## src/rtl/door_arbiter.sv

```systemverilog
// rtl/door_arbiter.sv - two-way turnstile arbiter with occupancy count and passage timeout alarm
module door_arbiter #(
  parameter int TIMEOUT   = 16,
  parameter int ALARM_LEN = 8,
  parameter int MAX_OCC   = 9
) (
  input  logic       clk,
  input  logic       rst_n,
  input  logic       req_in,
  input  logic       req_out,
  input  logic       sensor,
  output logic       grant_in,
  output logic       grant_out,
  output logic       ledg,
  output logic [1:0] ledr,
  output logic [3:0] occ,
  output logic       full,
  output logic [2:0] state
);

  typedef enum logic [2:0] {
    S_IDLE     = 3'd0,
    S_G_IN     = 3'd1,
    S_G_OUT    = 3'd2,
    S_PASS_IN  = 3'd3,
    S_PASS_OUT = 3'd4,
    S_ALARM    = 3'd5
  } state_t;

  // Wide enough for the larger of the two hold intervals, never narrower than 8 bits.
  localparam int MAXLEN = (TIMEOUT > ALARM_LEN) ? TIMEOUT : ALARM_LEN;
  localparam int CW     = ($clog2(MAXLEN + 1) > 8) ? $clog2(MAXLEN + 1) : 8;

  localparam logic [CW-1:0] TO_LAST    = CW'(TIMEOUT - 1);
  localparam logic [CW-1:0] ALARM_LAST = CW'(ALARM_LEN - 1);
  localparam logic [3:0]    OCC_MAX    = 4'(MAX_OCC);

  state_t        st;
  state_t        st_nx;
  logic [CW-1:0] cnt;
  logic [3:0]    occ_r;
  // last_out: 1 when the most recently served direction was outward.
  logic          last_out;
  // dir_out: direction of the grant currently in progress, remembered so an
  // alarm can still update the round-robin flag.
  logic          dir_out;
  logic          in_ok;
  logic          pass_done;

  assign in_ok     = req_in && !full;
  assign pass_done = ((st == S_PASS_IN) || (st == S_PASS_OUT)) && !sensor;

  // Next-state decode; requests only matter in IDLE, sensor only in grant/pass states.
  always_comb begin
    st_nx = st;
    case (st)
      S_IDLE: begin
        if (in_ok && req_out) begin
          st_nx = last_out ? S_G_IN : S_G_OUT;
        end else if (in_ok) begin
          st_nx = S_G_IN;
        end else if (req_out) begin
          st_nx = S_G_OUT;
        end
      end
      S_G_IN: begin
        if (sensor) begin
          st_nx = S_PASS_IN;
        end else if (cnt == TO_LAST) begin
          st_nx = S_ALARM;
        end
      end
      S_G_OUT: begin
        if (sensor) begin
          st_nx = S_PASS_OUT;
        end else if (cnt == TO_LAST) begin
          st_nx = S_ALARM;
        end
      end
      S_PASS_IN: begin
        if (!sensor) begin
          st_nx = S_IDLE;
        end
      end
      S_PASS_OUT: begin
        if (!sensor) begin
          st_nx = S_IDLE;
        end
      end
      S_ALARM: begin
        if (cnt == ALARM_LAST) begin
          st_nx = S_IDLE;
        end
      end
      default: st_nx = S_IDLE;
    endcase
  end

  // State register and registered grant decode of the next state.
  always_ff @(posedge clk or negedge rst_n) begin
    if (!rst_n) begin
      st        <= S_IDLE;
      grant_in  <= 1'b0;
      grant_out <= 1'b0;
    end else begin
      st        <= st_nx;
      grant_in  <= (st_nx == S_G_IN)  || (st_nx == S_PASS_IN);
      grant_out <= (st_nx == S_G_OUT) || (st_nx == S_PASS_OUT);
    end
  end

  // Wait/alarm counter: restarts on any state change, runs while waiting for the sensor or alarming.
  always_ff @(posedge clk or negedge rst_n) begin
    if (!rst_n) begin
      cnt <= '0;
    end else if (st_nx != st) begin
      cnt <= '0;
    end else if ((((st == S_G_IN) || (st == S_G_OUT)) && !sensor) || (st == S_ALARM)) begin
      cnt <= cnt + 1'b1;
    end
  end

  // Round-robin bookkeeping: remember the granted direction, commit it when served or timed out.
  always_ff @(posedge clk or negedge rst_n) begin
    if (!rst_n) begin
      last_out <= 1'b1;
      dir_out  <= 1'b0;
    end else begin
      if (st == S_IDLE && st_nx == S_G_IN) begin
        dir_out <= 1'b0;
      end else if (st == S_IDLE && st_nx == S_G_OUT) begin
        dir_out <= 1'b1;
      end
      if (pass_done) begin
        last_out <= (st == S_PASS_OUT);
      end else if (st == S_ALARM && st_nx == S_IDLE) begin
        last_out <= dir_out;
      end
    end
  end

  // Occupancy: changes only when a passage completes, saturating at both ends.
  always_ff @(posedge clk or negedge rst_n) begin
    if (!rst_n) begin
      occ_r <= 4'd0;
    end else if (pass_done && st == S_PASS_IN) begin
      if (occ_r != OCC_MAX) begin
        occ_r <= occ_r + 4'd1;
      end
    end else if (pass_done && st == S_PASS_OUT) begin
      if (occ_r != 4'd0) begin
        occ_r <= occ_r - 4'd1;
      end
    end
  end

  assign occ     = occ_r;
  assign full    = (occ_r == OCC_MAX);
  assign ledg    = grant_in | grant_out;
  assign ledr[1] = (st == S_ALARM);
  assign ledr[0] = (st == S_ALARM) || ((st == S_IDLE) && req_in && full && !req_out);
  assign state   = st;

endmodule
```

## config.mk

```make
export PLATFORM = sky130hd
export DESIGN_NAME = door_arbiter
export DESIGN_NICKNAME = d
export VERILOG_FILES = /design/src/rtl/door_arbiter.sv
export SDC_FILE = /design/constraint.sdc
export NUM_CORES = 1
export LEC_CHECK = 0
export CORE_MARGIN = 2
export CORE_UTILIZATION = 27
export CTS_CLUSTER_DIAMETER = 40
export DETAILED_ROUTE_END_ITERATION = 6
export GPL_ROUTABILITY_DRIVEN = 1
export PLACE_DENSITY_LB_ADDON = 0.12
export SLEW_MARGIN = 20
export SYNTH_ARGS = -nofsm -noshare
export SYNTH_HDL_FRONTEND = slang
export SYNTH_SLANG_ARGS = --single-unit
```

## constraint.sdc

```tcl
create_clock -name clk -period 2.01 [get_ports clk]
set_input_delay 0.402 -clock clk [delete_from_list [all_inputs] [get_ports clk]]
set_output_delay 0.402 -clock clk [all_outputs]
set_load 0.005 [all_outputs]
```

Word-level counts from Yosys, hierarchy flattened:

Index checks and enable logic that the tools add are counted.

* word-level logic and storage cells: 77
* bits in registers: 19
* output and inout port bits: 13
* bits of input ports: 5

* add/subtract/negate cells: 3
* bitwise operators: 1
* reduce and logical (&&, ||, !) cells: 31
* mux-type cells: 20
* equal/unequal tests: 15

Operator list (number)
* $mux 3: 8
* $mux 4: 4
* $mux 8: 2
* $pmux 3 s5: 1
* $eq 3x2->1 const B: 4
* $logic_and 1x1->1: 12
* $reduce_bool 2->1: 5
* $eq 3x3->1 const B: 3
* $add 8x1->8 const B: 1
* $eq 8x3->1 const B: 1
* $eq 8x4->1 const B: 1
* $eq 3x1->1 const B: 2
* $logic_not 3->1: 2
* $logic_or 1x1->1: 6
* $add 4x1->4 const B: 1
* $eq 4x4->1 const B: 1
* $mux 1: 4
* $ne 4x4->1 const B: 1
* $reduce_bool 4->1: 1
* $sub 4x1->4 const B: 1
* $logic_not 1->1: 3
* $ne 3x3->1: 1
* $reduce_and 3->1: 1
* $mux 2: 1
* other kinds (3): 3

Logic depth before layout (Yosys ltp):

* word-level depth: 10
* depth in mapped cells: 7
* mapped depth without buffers: 6

Worst setup path before layout:

No wires, ideal clock.

* kind: register to register
* start: register st[2], in the netlist state[2]
* end: register occ_r[3], in the netlist occ[3]
* stages on the path, launching flop included: 7
* slack: 0.168 ns
* path buffers: 0
* data required time: 1.931 ns
* library setup time: 0.079 ns
* period minus slack after synthesis: 1.842 ns
* arrival time: 1.763 ns
* cells stage by stage: dfrtp_1 nand4bb_1 ha_1 a21oi_1 nand3_1 a211oi_2 xor2_1

* word-level cells in the longest chain between the ends: 6
* elaborated cells between the ends (all ways): 11
* those cells by class: eq/ne: 3; mux: 1; reduce/logical: 7

Ends and longest elaborated chain
* from (decl): line 38 `state_t st;`
* from (signal assigned): line 106 `st <= st_nx;`
* $eq 3x2->1 / $eq 3x3->1 (equally long branches): line 51, 146, 150
* $logic_or 1x1->1: line 51 `assign pass_done = ((st == S_PASS_IN) || (st == S_PASS_OUT)) && !sensor;`
* $logic_and 1x1->1: line 51
* $logic_and 1x1->1 (on tied branches): line 146, 150
* $ne 2x1->1 (no source line) / $reduce_bool 2->1 (equally long branches)
* $reduce_and 3->1 (no source line)
* to (signal assigned): line 148 `occ_r <= occ_r + 4'd1;`
* to (signal assigned): line 152 `occ_r <= occ_r - 4'd1;`
* to (decl): line 41 `logic [3:0] occ_r;`

Several ways; a longest one is shown, not always the timed one.
A chain may end at the register's enable or synchronous reset.

Worst setup path in the final report:

* start: input sensor
* end: register cnt[7]

* word-level cells in the longest chain between the ends: 4
* elaborated cells between the ends (all ways): 10
* those cells by class: eq/ne: 1; mux: 5; reduce/logical: 4

Ends and longest elaborated chain
* from (decl): line 11 `input logic sensor,`
* $mux 3, or another cell as far along: line 81, 86
* $pmux 3 s5 / $logic_and 1x1->1 (equally long branches): line 56, 118
* $ne 3x3->1 / $logic_or 1x1->1 (equally long branches): line 116, 118
* $mux 8 / $reduce_bool 2->1 (equally long branches)
* to (signal assigned): line 119 `cnt <= cnt + 1'b1;`
* to (decl): line 40 `logic [CW-1:0] cnt;`

Several ways; a longest one is shown, not always the timed one.

==> results_dict.tcl <==
set metrics [dict create \
    status "completed" \
    fp.dieW_um 73.2 \
    io_pins 18 \
    grt_start_max_net_pins 20 \
    cp_slowest_stage_delay_ns 0.53 \
    synth_top_cell_by_area "dfrtp_1" \
    ir_worst_vdd_mv 0.528 \
    dieArea_mm2 0.00536 \
    power.share.combinational_pct 63.1 \
    end_kind "register" \
    drt_iter0_markers 24 \
    vias 1236 \
    hold_class "input port to async pin" \
    swShare_pct 39.6 \
    grt_remaining_overflow 0 \
    nFillCells 471 \
    pwr-share-seq_pct 25.5 \
    p_int_mw 1.48 \
    clockPowerShare_pct 11.4 \
    diodes 0 \
    synthToLayoutAreaGrowth_pct 40.8 \
    avgSynthCellArea_um2 9.87 \
    clkSinkCount 19 \
    num-nets-final 182 \
    ys.flop_type "dfrtp_1" \
    synth_edf_count 0 \
    worst_pin_slew_ns 0.389 \
    cts_buffers 3 \
    cts_tree "built" \
    dr.pass1.iters 4 \
    utilization_pct 39.0 \
    max_freq_ghz 0.513 \
    timing.final.max_slew_violations 0 \
    netlist_top_cells_area "dfrtp_1 35%, a211oi_1 4.1%, nand3_1 3.5%" \
    grt_pass1_wl_mm 6.21 \
    first_global_vias 1242 \
    clk_pin_slew_worst_paths_ns 0.08 \
    worstPathArrival_ns 2.13 \
    register_area_um2 480 \
    cpMaxStageDelayCell "or4_4" \
    rows 25 \
    finalClockSkew_ns 0.00683 \
    final_hold_viol_count 0 \
    setup-violations-final 0 \
    power.total_mw 2.45 \
    initial_utilization_pct 27.7 \
    period_needed_ns 1.95 \
    core_area_mm2 0.00466 \
    slew_headroom_pct 74.1 \
    crit_path_start_kind "input port" \
    layout_worst_path_cycle_share_pct 97.0 \
    clock_path_buffers 2 \
    finalSetupTns_ns 0 \
    route.detailed.drc 0 \
    synth_cells 131 \
    synth-seq-cells 19 \
    cellLeakagePower_nw 0.739 \
    worstSetupPathType "input port to register" \
    h-tree-depth 1 \
    routedWlPerCell_um 15.9 \
    crit_path_cell_trace "clkdlybuf4s50_1 > buf_4 > nor4b_4 > a21oi_2 > or4_4 > a211oi_2" \
    via_per_inst 5.47 \
    rsz0062_at_grt "yes" \
    grt_usage_pct 15.0 \
    wirelength_mm 3.60 \
    drtAntennaViolNets 0 \
    synth_most_common_cell "dfrtp_1" \
    drive_gt1_share_pct 32.0 \
    die_h_um 73.2 \
    synthTopCellsByCount "18 x dfrtp_1, 9 x nand2_1, 9 x nand3_1" \
    drv_cap 0 \
    clk_latency_ns 0.26 \
    p_sw_mw 0.970 \
    critPathMaxFanout 10 \
    multiInputGateArea_um2 815 \
    async_flop_share_pct 100 \
    synth_seq_area_share_pct 36.9 \
    synth_area_mm2 0.00129 \
    detailed_place_hpwl_mm 2.65 \
    synth_top_cell_area_share_pct 34.8 \
    synthDistinctLibCells 50 \
    cts_root_buf "clkbuf_8" \
    syn_nets 140 \
    cp_data_required_time_ns 2.19 \
    power_density_mw_per_mm2 1350 \
    place.gp.congestion 0.800 \
    antenna_found_initial 0 \
    yosys_warnings 0 \
    io_buffers 17 \
]
## sequential cells by signal, indices dropped and copies added, names as in the netlist
register	cells
cnt	8
occ	4
state	3
dir_out	1
grant_in	1
grant_out	1
last_out	1
## routing by layer
metal	GRT usage, %	up-vias	wire (um)
met1	20.4	612	1660
met4	4.12	0	51
met3	3.31	4	157
met5	0	-	0
li1	-	589	-
met2	23.9	31	1740
## worst max-delay path, delay by kind of cell
family                 cells  cell delay, ns
buffers and inverters      2            0.61
and+or+nand+nor            2            0.77
AOI/OAI and AO/OA          2            0.34
## cells by family (layout without fill, tap and decap cells)
kind of cell	after synthesis	in the layout	synth area share [%]
AND/OR/NAND/NOR	52	52	27.4
AO/OA/AOI/OAI	35	35	20.2
flip-flops	19	19	36.9
buffers and inverters	13	54	5.03
adder cells (fa/ha/maj)	4	4	4.45
XOR/XNOR	4	4	2.71
multiplexers	4	4	3.29
## cells in the final DEF (no fill, tap or decap), types with 2 or more instances in the layout
master	instances
clkdlybuf4s50_1	16
nand3b_1	2
or3_1	5
dfrtp_1	15
a21oi_1	2
o31ai_1	2
a211oi_2	4
nand2_1	9
nor3_1	3
or4_1	2
buf_4	23
buf_6	2
mux2_2	2
clkbuf_8	3
dfrtp_2	3
o221ai_1	2
and3b_1	2
nor2b_1	2
inv_1	5
nand4bb_4	2
mux2i_1	2
or2_2	2
nand3_1	9
o21ai_0	8
a211oi_1	6
xor2_1	4
a21oi_2	2
inv_2	2
ha_1	2
## final timing paths
kind | startpoint | cells after the start | slack, ns | end
min | rst_n | 2 | 0.47 | occ[3]
max | sensor | 6 | 0.06 | cnt[7]
max reg2reg | state[0] | 5 | 0.11 | occ[2]
min reg2reg | dir_out | 2 | 0.52 | dir_out
min in group clk | dir_out | 2 | 0.52 | dir_out
max in group asynchronous | rst_n | 2 | 1.26 | last_out
## power by group through the flow
| stage | Sequential (mW) | Combinational, mW | Clock (mW) |
|---|---|---|---|
| floorplan | 0.629 | 0.706 | 0 |
| CTS | 0.640 | 1.45 | 0.289 |
| global route | 0.646 | 1.70 | 0.308 |
| global placement | 0.628 | 1.33 | 0 |
| finish | 0.626 | 1.55 | 0.279 |
| detailed placement | 0.635 | 1.36 | 0 |
## repair_timing
action,in CTS,in global routing
setup buffers,2,2
gates cloned,0,0
endpoints found under the setup margin,3,11
hold buffers,0,0
gates resized for setup,8,7
## stage by stage
step	worst slack, ns	hold slack [ns]	instances	area (um2)
2_1_floorplan	0.168	0.106	131	1290
3_3_place_gp	-0.179	0.495	218	1670
3_5_place_dp	-0.277	0.502	218	1670
4_1_cts	0.0303	0.478	224	1770
5_1_grt	-0.00234	0.487	226	1820
6_report	0.0602	0.471	226	1820
## layout make-up
cell class                 count  area share [%]
sequential                    19            26.4
inverter                       7            1.44
clock buffer                   3            2.27
multi-input combinational     99            44.8
tap                           54            3.71
timing repair buffer          43            21.1
clock inverter                 1           0.275
(Power assumes the default switching activity.)
